`src/rtl/io_manager.sv`:
```
// Memory-mapped I/O decoder between the CPU data port, a word RAM and a UART.
// Device paths are combinational; only the sticky fault status is registered.
module io_manager (
    input  logic        clk,
    input  logic        rst,
    input  logic [3:0]  cpu_mode,
    input  logic [31:0] cpu_addr,
    input  logic [31:0] cpu_wdata,
    output logic [31:0] cpu_rdata,
    output logic [1:0]  ram_mode,
    output logic [20:0] ram_addr,
    output logic [3:0]  ram_be,
    output logic [31:0] ram_wdata,
    input  logic [31:0] ram_rdata,
    output logic [1:0]  serial_mode,
    output logic        serial_addr,
    output logic [31:0] serial_wdata,
    input  logic [31:0] serial_rdata,
    input  logic        fault_clr,
    output logic        fault,
    output logic [1:0]  fault_cause,
    output logic [31:0] fault_addr
);
    localparam logic [3:0] MODE_LW  = 4'b0001;
    localparam logic [3:0] MODE_LH  = 4'b0010;
    localparam logic [3:0] MODE_LHU = 4'b0011;
    localparam logic [3:0] MODE_LB  = 4'b0100;
    localparam logic [3:0] MODE_LBU = 4'b0101;
    localparam logic [3:0] MODE_SW  = 4'b1001;
    localparam logic [3:0] MODE_SH  = 4'b1010;
    localparam logic [3:0] MODE_SB  = 4'b1100;

    localparam logic [1:0] DEV_IDLE  = 2'b00;
    localparam logic [1:0] DEV_READ  = 2'b01;
    localparam logic [1:0] DEV_WRITE = 2'b10;

    localparam logic [1:0] CAUSE_UNMAPPED   = 2'b01;
    localparam logic [1:0] CAUSE_MISALIGNED = 2'b10;

    logic        w_is_read;
    logic        w_is_write;
    logic        w_misaligned;
    logic        w_ram_hit;
    logic        w_ser_hit;
    logic        w_fault;
    logic        w_ram_sel;
    logic        w_ser_sel;
    logic [3:0]  w_be;
    logic [31:0] w_wdata;
    logic [31:0] w_word;
    logic [31:0] w_lane;
    logic [31:0] w_rdata;

    logic        r_fault;
    logic [1:0]  r_fault_cause;
    logic [31:0] r_fault_addr;

    // Serial registers occupy one 8-byte window: 0xBFD003F8 data, 0xBFD003FC status.
    assign w_ram_hit = (cpu_addr[31:23] == 9'h100);
    assign w_ser_hit = (cpu_addr[31:3] == 29'h17FA007F);

    always_comb begin
        w_is_read    = 1'b0;
        w_is_write   = 1'b0;
        w_misaligned = 1'b0;
        w_be         = 4'b0000;
        w_wdata      = cpu_wdata;
        unique case (cpu_mode)
            MODE_LW: begin
                w_is_read    = 1'b1;
                w_misaligned = (cpu_addr[1:0] != 2'b00);
            end
            MODE_LH, MODE_LHU: begin
                w_is_read    = 1'b1;
                w_misaligned = cpu_addr[0];
            end
            MODE_LB, MODE_LBU: begin
                w_is_read = 1'b1;
            end
            MODE_SW: begin
                w_is_write   = 1'b1;
                w_misaligned = (cpu_addr[1:0] != 2'b00);
                w_be         = 4'b1111;
            end
            MODE_SH: begin
                w_is_write   = 1'b1;
                w_misaligned = cpu_addr[0];
                w_wdata      = {2{cpu_wdata[15:0]}};
                w_be         = cpu_addr[1] ? 4'b1100 : 4'b0011;
            end
            MODE_SB: begin
                w_is_write = 1'b1;
                w_wdata    = {4{cpu_wdata[7:0]}};
                w_be       = 4'b0001 << cpu_addr[1:0];
            end
            default: begin
            end
        endcase
    end

    // Misalignment wins over decode, so a misaligned unmapped access blocks both devices.
    assign w_fault   = (w_is_read || w_is_write) && (w_misaligned || !(w_ram_hit || w_ser_hit));
    assign w_ram_sel = (w_is_read || w_is_write) && !w_misaligned && w_ram_hit;
    assign w_ser_sel = (w_is_read || w_is_write) && !w_misaligned && w_ser_hit;

    assign ram_mode     = w_ram_sel ? (w_is_write ? DEV_WRITE : DEV_READ) : DEV_IDLE;
    assign serial_mode  = w_ser_sel ? (w_is_write ? DEV_WRITE : DEV_READ) : DEV_IDLE;
    assign ram_addr     = cpu_addr[22:2];
    assign serial_addr  = cpu_addr[2];
    assign ram_be       = (w_ram_sel && w_is_write) ? w_be : 4'b0000;
    assign ram_wdata    = w_wdata;
    assign serial_wdata = w_wdata;

    assign w_word = w_ram_sel ? ram_rdata : serial_rdata;
    assign w_lane = w_word >> {cpu_addr[1:0], 3'b000};

    always_comb begin
        w_rdata = 32'h0000_0000;
        if (w_is_read && (w_ram_sel || w_ser_sel)) begin
            unique case (cpu_mode)
                MODE_LW:  w_rdata = w_word;
                MODE_LH:  w_rdata = {{16{w_lane[15]}}, w_lane[15:0]};
                MODE_LHU: w_rdata = {16'h0000, w_lane[15:0]};
                MODE_LB:  w_rdata = {{24{w_lane[7]}}, w_lane[7:0]};
                MODE_LBU: w_rdata = {24'h000000, w_lane[7:0]};
                default:  w_rdata = 32'h0000_0000;
            endcase
        end
    end
    assign cpu_rdata = w_rdata;

    // A new fault beats a same-cycle clear; otherwise the first fault is kept.
    always_ff @(posedge clk) begin
        if (!rst) begin
            r_fault       <= 1'b0;
            r_fault_cause <= 2'b00;
            r_fault_addr  <= 32'h0000_0000;
        end else if (w_fault && (!r_fault || fault_clr)) begin
            r_fault       <= 1'b1;
            r_fault_cause <= w_misaligned ? CAUSE_MISALIGNED : CAUSE_UNMAPPED;
            r_fault_addr  <= cpu_addr;
        end else if (fault_clr) begin
            r_fault       <= 1'b0;
            r_fault_cause <= 2'b00;
            r_fault_addr  <= 32'h0000_0000;
        end
    end

    assign fault       = r_fault;
    assign fault_cause = r_fault_cause;
    assign fault_addr  = r_fault_addr;
endmodule

```
`config.mk`:
```
export PLATFORM = sky130hd
export DESIGN_NAME = io_manager
export DESIGN_NICKNAME = d
export VERILOG_FILES = /design/src/rtl/io_manager.sv
export SDC_FILE = /design/constraint.sdc
export NUM_CORES = 1
export LEC_CHECK = 0
export CELL_PAD_IN_SITES_DETAIL_PLACEMENT = 0
export CELL_PAD_IN_SITES_GLOBAL_PLACEMENT = 1
export CORE_MARGIN = 2
export CORE_UTILIZATION = 21
export DETAILED_ROUTE_END_ITERATION = 10
export PLACE_DENSITY = 0.87
export SYNTH_ARGS = -nofsm -noshare
export SYNTH_HDL_FRONTEND = slang
export SYNTH_SLANG_ARGS = --single-unit
```
`constraint.sdc`:
```
create_clock -name clk -period 4 [get_ports clk]
set_input_delay 1.2 -clock clk [delete_from_list [all_inputs] [get_ports clk]]
set_output_delay 1.2 -clock clk [all_outputs]
set_load 0.03 [all_outputs]
```
After elaboration in Yosys (flattened, before gate mapping):

Index checks and enable logic that the tools add are counted.

* add/subtract/negate cells: 0
* div/mod/pow operators: 0
* order comparisons: 0
* bitwise gates (word level): 0
* equality and inequality tests: 10
* shift operators: 2
* muxes and demuxes: 20
* multiply operators: 0
* reductions and logical operators: 21

Operators with widths (number)
* $pmux W32 S5: 1
* $mux W32: 4
* $pmux W32 S2: 1
* $shr A32 B5 Y16: 1
* $eq A29 B29 Y1 const B: 1
* $eq A4 B4 Y1 const B: 3
* $mux W2: 6
* $pmux W4 S3: 1
* $eq A9 B9 Y1 const B: 1
* $eq A4 B2 Y1 const B: 2
* $eq A4 B3 Y1 const B: 2
* $mux W4: 2
* $logic_and A1 B1 Y1: 7
* $reduce_or A3 Y1: 2
* $logic_or A1 B1 Y1: 5
* $reduce_or A5 Y1: 1
* $eq A4 B1 Y1 const B: 1
* $mux W1: 4
* $reduce_bool A2 Y1: 2
* $shl A1 B2 Y4 const A: 1
* $logic_not A1 Y1: 3
* $pmux W1 S2: 1
* $reduce_or A2 Y1: 1

* memory bits (writable): 0
* memories kept: 0
* output and inout port bits: 161
* bits in read-only memories: 0
* bits in registers: 35
* latch bits: 0
* logic and storage cells: 56
* input bits: 135

Depth between registers and ports, before layout:

* depth after elaboration: 10
* gate-level depth with buffers: 10
* depth with buffers taken out: 7

Least setup slack after synthesis:

No wires, ideal clock.

* path kind: in2out
* from: in cpu_addr[0]
* to: out cpu_rdata[3]
* data required time: 2.800 ns
* setup slack: -0.535 ns
* stages on the path: 9
* buffers on the path: 3
* data arrival time: 3.335 ns
* path through: buf_2 -> nor2_1 -> a22oi_4 -> nor2_4 -> buf_6 -> buf_8 -> mux2i_1 -> or2_1 -> a221oi_1

* longest elaborated chain between the ends: 9

RTL lines
* from (decl): RTL line 7 `input logic [31:0] cpu_addr,`
* $reduce_bool A2 Y1: RTL line 71, 82
* $pmux W1 S2: RTL line 68 `unique case (cpu_mode)`
* $logic_not A1 Y1: RTL line 103, 104
* $logic_and A1 B1 Y1: RTL line 103, 104
* $logic_and A1 B1 Y1: RTL line 103 `assign w_ram_sel = (w_is_read || w_is_write) && !w_misaligned && w_ram_hit;`
* $mux W32: RTL line 114 `assign w_word = w_ram_sel ? ram_rdata : serial_rdata;`
* $shr A32 B5 Y16: RTL line 115 `assign w_lane = w_word >> {cpu_addr[1:0], 3'b000};`
* $pmux W32 S5: RTL line 120 `unique case (cpu_mode)`
* $mux W32 (*): RTL line 119 `if (w_is_read && (w_ram_sel || w_ser_sel)) begin`
* to (decl): RTL line 9 `output logic [31:0] cpu_rdata,`

Every way passes the cells marked *; elsewhere a longest branch is shown, timed or not.

Worst setup path in the final report:

* from: in cpu_addr[23]
* to: out cpu_rdata[3]

* longest elaborated chain between the ends: 6

RTL lines
* $eq A9 B9 Y1: RTL line 59 `assign w_ram_hit = (cpu_addr[31:23] == 9'h100);`
* $logic_and A1 B1 Y1: RTL line 103
* $mux W32: RTL line 114
* $shr A32 B5 Y16: RTL line 115
* $pmux W32 S5: RTL line 120
* $mux W32 (*): RTL line 119

Marks and branches as above.

==> metrics <==
DR iter-0 viols=166; max-slew violation count=0; Avg Inst Size Synth=between 8 and 9 µm²; Synth cell types=54; standard-cell rows=49; layout cell share with drive strength beyond 1=50.3%; Final HPWL DP=13700 µm; f_max=221 MHz; Nets=994; largest net degree at the start of global routing=35; status=complete, but fails checks; TritonCTS clock tree=built; Critical Setup Path Class=primary input to output pin; antenna violations before repair=0; violated checks=setup timing; warnings from Yosys=0; die width=140 µm; area of the multi-input gates=3500 µm²; pwr dens=about 180 nW/µm²; diodes inserted=0; post-synthesis simple-gate area fraction=25.4%; Detailed Routing Iterations Pass 1=4; Peak supply drop=262 µV; Routability Congestion=0.850; final setup fails=32; mux cell area share after synthesis=22.3%; Gate Count Post-Synth=between 400 and 500; XOR/XNOR Fraction of Synth Area=less than 1%; HP Class=flop to flop; top cells by area, synth=dfxtp_1 18%, mux2i_1 15%, buf_4 13%, nor2b_1 10%, mux2_2 4.6%; DRT antenna net count=0; starting density of the core=21.6%; Worst Setup Start Kind=primary input; post-DR wirelength/cell=approximately 18 µm; Area Growth Syn to Fin=133%; RSZ-0062 raised after global routing=true; CP Capture Type=output pin; H-tree Lvls=2; GRT Total Usage=18.1%; Post-synth EDFFs=0; Worst slew margin=57.7%; Synth async-reset ratio=0%; number of global-route vias before repair=approximately 5100; minimum clock period=4530 ps; max cap viols=0; clock root cell=clkbuf_16; final hold slack=503 ps; vias=roughly 5000; drc violations=0; Critical Path Slowest Stage Cell=nor4_4; final period utilization=113%; register area share after synthesis=approximately 18%; Final Skew=3.07 ps; Reg area=701 µm²; Syn Nets=approximately 620; post-synthesis compound-gate area fraction=about 17%; worst slew pin tran=633 ps; area share of fa/ha/maj cells after synthesis=0%; grt ovf=0; Clock Sinks=35; placed cell count=1031; I/O pin count=296; top cell type by total area after synthesis=dfxtp_1; crit-path max FO=8; final hold vios=0; number of buffers created by CTS=5; largest family of logic cells by synthesized area=simple AND/OR/NAND/NOR gates; # fillers=1574; Clk Latency, worst-skew pair=280 ps; Port Buffer Count=approximately 300; post-synth top area share=around 18%; worst setup margin=-532 ps; Lkg Pwr=~3.8 nW; most common cell in the netlist=buf_4; drt total wl=19300 µm; clock input transition at the sequential cells of the worst setup and hold paths=60 ps; core area=around 18000 µm²; CP cell instances=buf_8 > nor4_4 > nand3_2 > buf_6 > nor2_4 > buf_12 > buf_12 > mux2i_4 > mux2i_1 > o211ai_1 > a221oi_4 > buf_6; top_reg_cell synth=dfxtp_1; cell area after synthesis=3900 µm²; DIE AREA=19700 µm²; Finished Layout Cells=roughly 1100; Total Power=around 1.6 mW; slowest stage delay, CP=330 ps; Max Root-Sink Buffers=2; global-route wire length before repair=28400 µm; Post-synth top cells=69 x buf_4, 63 x nor2b_1, 60 x mux2i_1; WP data arrival=3330 ps; Critical Path RT=2800 ps; DR vias/cell=approximately 4.6; die height=140 µm; setup TNS=-14840 ps; post-synthesis register bit count=35
## layout make-up
cell class | instances | share of cell area, %
clock inverters | 3 | 0.165
repair buffers | 463 | 48.9
clock buffers | 5 | 1.38
inverters | 5 | 0.206
multi-input cells | 349 | 38.5
well taps | 229 | 3.15
flip-flops and latches | 35 | 7.70
## state kept, by name, indices dropped and copies added, names as in the netlist
signal,flops
fault_addr,32
fault_cause,2
fault,1
## final timing paths
check              endpoint  cells after the start  slack [ps]           start
max            cpu_rdata[3]                     12        -530    cpu_addr[23]
min          fault_cause[1]                      2         500  fault_cause[1]
max reg2reg   fault_addr[0]                      5        2680           fault
min reg2reg  fault_cause[1]                      2         500  fault_cause[1]
## layer usage
| layer | wire length (µm) | share of wire [%] | GRT usage [%] | vias to the layer above |
|---|---|---|---|---|
| met4 | 480 | 2.5 | 5.48 | 0 |
| met1 | 7580 | 39 | 20.8 | 2383 |
| met2 | 9650 | 50 | 32.8 | 237 |
| li1 | - | - | - | 2412 |
| met3 | 1630 | 8.4 | 4.62 | 31 |
| met5 | 0 | 0 | 0 | - |
## cell usage in the layout, fill, tap and decap left out, types with 4 or more instances in the layout
cell	n
clkbuf_16	7
dlygate4sd2_1	12
buf_2	25
a22oi_1	8
o21ai_4	10
o21ai_2	17
clkdlybuf4s50_1	172
mux2i_4	17
mux2i_2	9
nor2_1	18
mux4_2	4
o21a_1	4
a21oi_2	5
buf_4	156
nor2b_1	62
a221oi_2	7
o22ai_4	4
buf_6	68
inv_1	5
a21oi_4	12
nand2_1	38
nand3_1	4
nor2_4	6
dfxtp_1	35
and3_4	5
mux2_4	6
mux2_2	10
buf_8	4
buf_12	18
mux2i_1	34
## critical path: cells and delay by family
kind / cells / cell delay (ps)
buffers and inverters: 5 / 710
and+or+nand+nor: 3 / 590
AOI/OAI and AO/OA: 2 / 420
muxes: 2 / 400
## metrics by stage
step	area, µm²	worst slack, ps	utilization (%)
5_1_grt	9090	-598	50.3
3_3_place_gp	7660	-1220	42.3
6_report	9090	-532	50.3
2_1_floorplan	4230	-171	-
3_5_place_dp	7660	-1230	42.3
4_1_cts	8800	-502	48.6
## report_power, final
group | total (mW) | switching (mW) | internal, mW
registers | 0.382 | 0.0102 | 0.372
logic | 0.877 | 0.441 | 0.437
clock network | 0.377 | 0.150 | 0.227
## cell families (layout without fill, tap and decap cells)
kind of cell	after synthesis	after routing
and+or+nand+nor	177	177
buffers and inverters	100	476
AOI/OAI and AO/OA	91	91
muxes	80	80
DFF	35	35
xor gates and xnor gates	1	1
## timing repair
| item | in CTS | in global routing |
|---|---|---|
| pin swaps | 40 | 46 |
| gates cloned | 4 | 2 |
| buffers inserted | 39 | 12 |
| hold buffers | 0 | 0 |
| resized for setup | 327 | 71 |
| setup endpoints to repair | 88 | 65 |
No activity file was read; power rests on OpenSTA's default activity.
==> RTL change, RTL diff (config.mk and constraints unchanged) <==
Remove the case item `MODE_SB` of the case on `cpu_mode`.
--- a/src/rtl/io_manager.sv
+++ b/src/rtl/io_manager.sv
@@ -89,9 +89,4 @@
                 w_be         = cpu_addr[1] ? 4'b1100 : 4'b0011;
             end
-            MODE_SB: begin
-                w_is_write = 1'b1;
-                w_wdata    = {4{cpu_wdata[7:0]}};
-                w_be       = 4'b0001 << cpu_addr[1:0];
-            end
             default: begin
             end
Formal check against the unedited RTL: not equivalent (Yosys sat finds a counterexample within 4 cycles, from zero or initial values and one cycle with rst low).
==> RTL change against the original RTL <==
Wire length is 1.1% higher. Power is 7.9% lower. Design area is 6.1% lower. The run still ends with setup timing left. Clock skew is 0.00099 ns higher. Highest routed layer unchanged. Sequential cell count stayed put. Maximum frequency is 0.85% lower. Worst setup slack worse by 0.039 ns. Sequential share of layout area is 0.50 points higher. First-iteration DRC count is 6.0% lower. Synthesized area hardly changed. Critical endpoint is now cpu_rdata[31]. Largest cell class unchanged.
==> RTL change: results (changes against the original RTL) <==
[yosys]
avgSynthCellArea_um2=7.92  ; -1.7%
synth_cell_types=55  ; +1.9%
synth.net_count=627  ; +1.3%
ys_top_cells_by_count=75 x buf_4, 47 x nand2_1, 35 x dfxtp_1, 33 x nand3b_1, 25 x mux2i_1
ys_seq_area_share_pct=18.0  ; about the same
netlist_top_cells_area=dfxtp_1 18%, buf_4 14%, mux2i_1 6.4%, nand3b_1 6.4%, mux2_2 6.4%

[global_route]
grt_max_degree=36  ; +2.9%
grt_usage_pct=18.9  ; +0.88 points
grt_pass1_vias=5200  ; +1.3%
grt_pass1_wl_mm=29.7  ; +4.5%

[timing]
final.setup.worst_slack_ns=-0.571  ; -0.0387 ns
tightestPinTransition_ns=0.357  ; -0.276 ns
fin_worst_skew_ns=0.00406  ; +0.000990 ns
setup_viol_count_final=37  ; +16%
timing.hold.ws_ns=0.481  ; -0.0222 ns

[power_and_ir_drop]
ir_worst_vdd_mv=0.216  ; -17%
leakage_nw=3.13  ; -17%

[worst_setup_path]
timing.rr.end=fault_cause[1]$_SDFFE_PN0P_
path_max_fanout=6  ; -2
cp_slowest_cell=a221oi_4
reg2reg_slack_ns=2.56  ; -0.12 ns

[drt]
drt_iter0_drc=156  ; -6.0%
wire_per_inst_um=18.8  ; +5.8%
wirelength_mm=19.6  ; +1.1%
vias=4924  ; -2.7%

[run_status]
violations=setup timing
status=finished, violations left

[min_path]
hp-start=fault_addr[31]$_SDFFE_PN0P_

[finish]
nets=946  ; -4.8%

[placed_design]
gp_congestion=0.838  ; -1.4%

RTL change: cell types whose count changed after synthesis, moves of 16 or more:
| cell | change |
|---|---|
| nand3b_1 | +31 |
| nand2b_1 | +16 |
| mux2i_1 | -35 |
| nor2b_1 | -60 |
| a21boi_1 | +22 |
RTL change: what timing repair did:
action / CTS / global route
hold buffers: 0 / 0
endpoints found under the setup margin: 72 / 68
setup buffers: 18 / 5
gates resized for setup: 284 / 67
gates cloned: 4 / 1
pin swaps: 29 / 20
RTL change: cells by family (layout without fill, tap and decap cells):
logic type	after synthesis	after routing	share of synthesized area, %
xor gates and xnor gates	1	1	0.225
buffers and inverters	114	434	19.7
DFF	35	35	18.0
and+or+nand+nor	163	163	24.1
muxes	47	47	12.8
AOI/OAI and AO/OA	132	132	25.2
RTL change: how the worst max path moves through the flow:
stage | from | end | slack (ns) | cells after the start
after floorplan | cpu_addr[23] | cpu_rdata[21] | -0.32 | 9
after global placement | cpu_addr[24] | cpu_rdata[11] | -1.01 | 13
after detailed placement | cpu_addr[27] | cpu_rdata[9] | -1.01 | 11
after CTS | cpu_addr[21] | cpu_rdata[10] | -0.53 | 11
after global routing | cpu_addr[29] | cpu_rdata[31] | -0.63 | 13
final | cpu_addr[29] | cpu_rdata[31] | -0.57 | 13
RTL change: where the power goes:
part           switching (mW)  internal, mW  total, mW
logic                   0.388         0.365      0.753
clock network           0.144         0.230      0.374
registers              0.0107         0.369      0.380
total                   0.542         0.964       1.51
RTL change: layer usage:
layer / part of all wire, % / GRT usage (%) / vias up
met4: 2.7 / 6.80 / 0
met5: 0 / 0 / -
met2: 51 / 34.5 / 248
met1: 39 / 21.8 / 2301
met3: 8.0 / 4.14 / 32
li1: - / - / 2343
RTL change: cell type report:
| type | instances | area, µm² | area share, % |
|---|---|---|---|
| repair buffers | 423 | 4230 | 49.6 |
| multi-input cells | 343 | 3170 | 37.2 |
| flip-flops and latches | 35 | 701 | 8.20 |
| well taps | 229 | 287 | 3.35 |
| clock buffers | 7 | 133 | 1.55 |
| inverters | 3 | 11.3 | 0.132 |
| clock inverters | 1 | 5.00 | 0.0586 |
RTL change: per-stage QoR:
| step | utilization [%] | cell area (µm²) | TNS (ns) |
|---|---|---|---|
| global route | 47.2 | 8540 | -19.04 |
| global placement | 41.7 | 7530 | -48.98 |
| detailed placement | 41.7 | 7530 | -49.86 |
| CTS | 46.5 | 8400 | -15.60 |
| finish | 47.2 | 8540 | -16.81 |
| floorplan | - | 4170 | -7.10 |
RTL change: worst reg2reg max path: stages, from the launching register on:
cell,delay (ns)
dfxtp_1,0.32
nor2b_1,0.31
a211o_1,0.29
buf_4,0.20
nand3b_1,0.08
a21boi_1,0.17
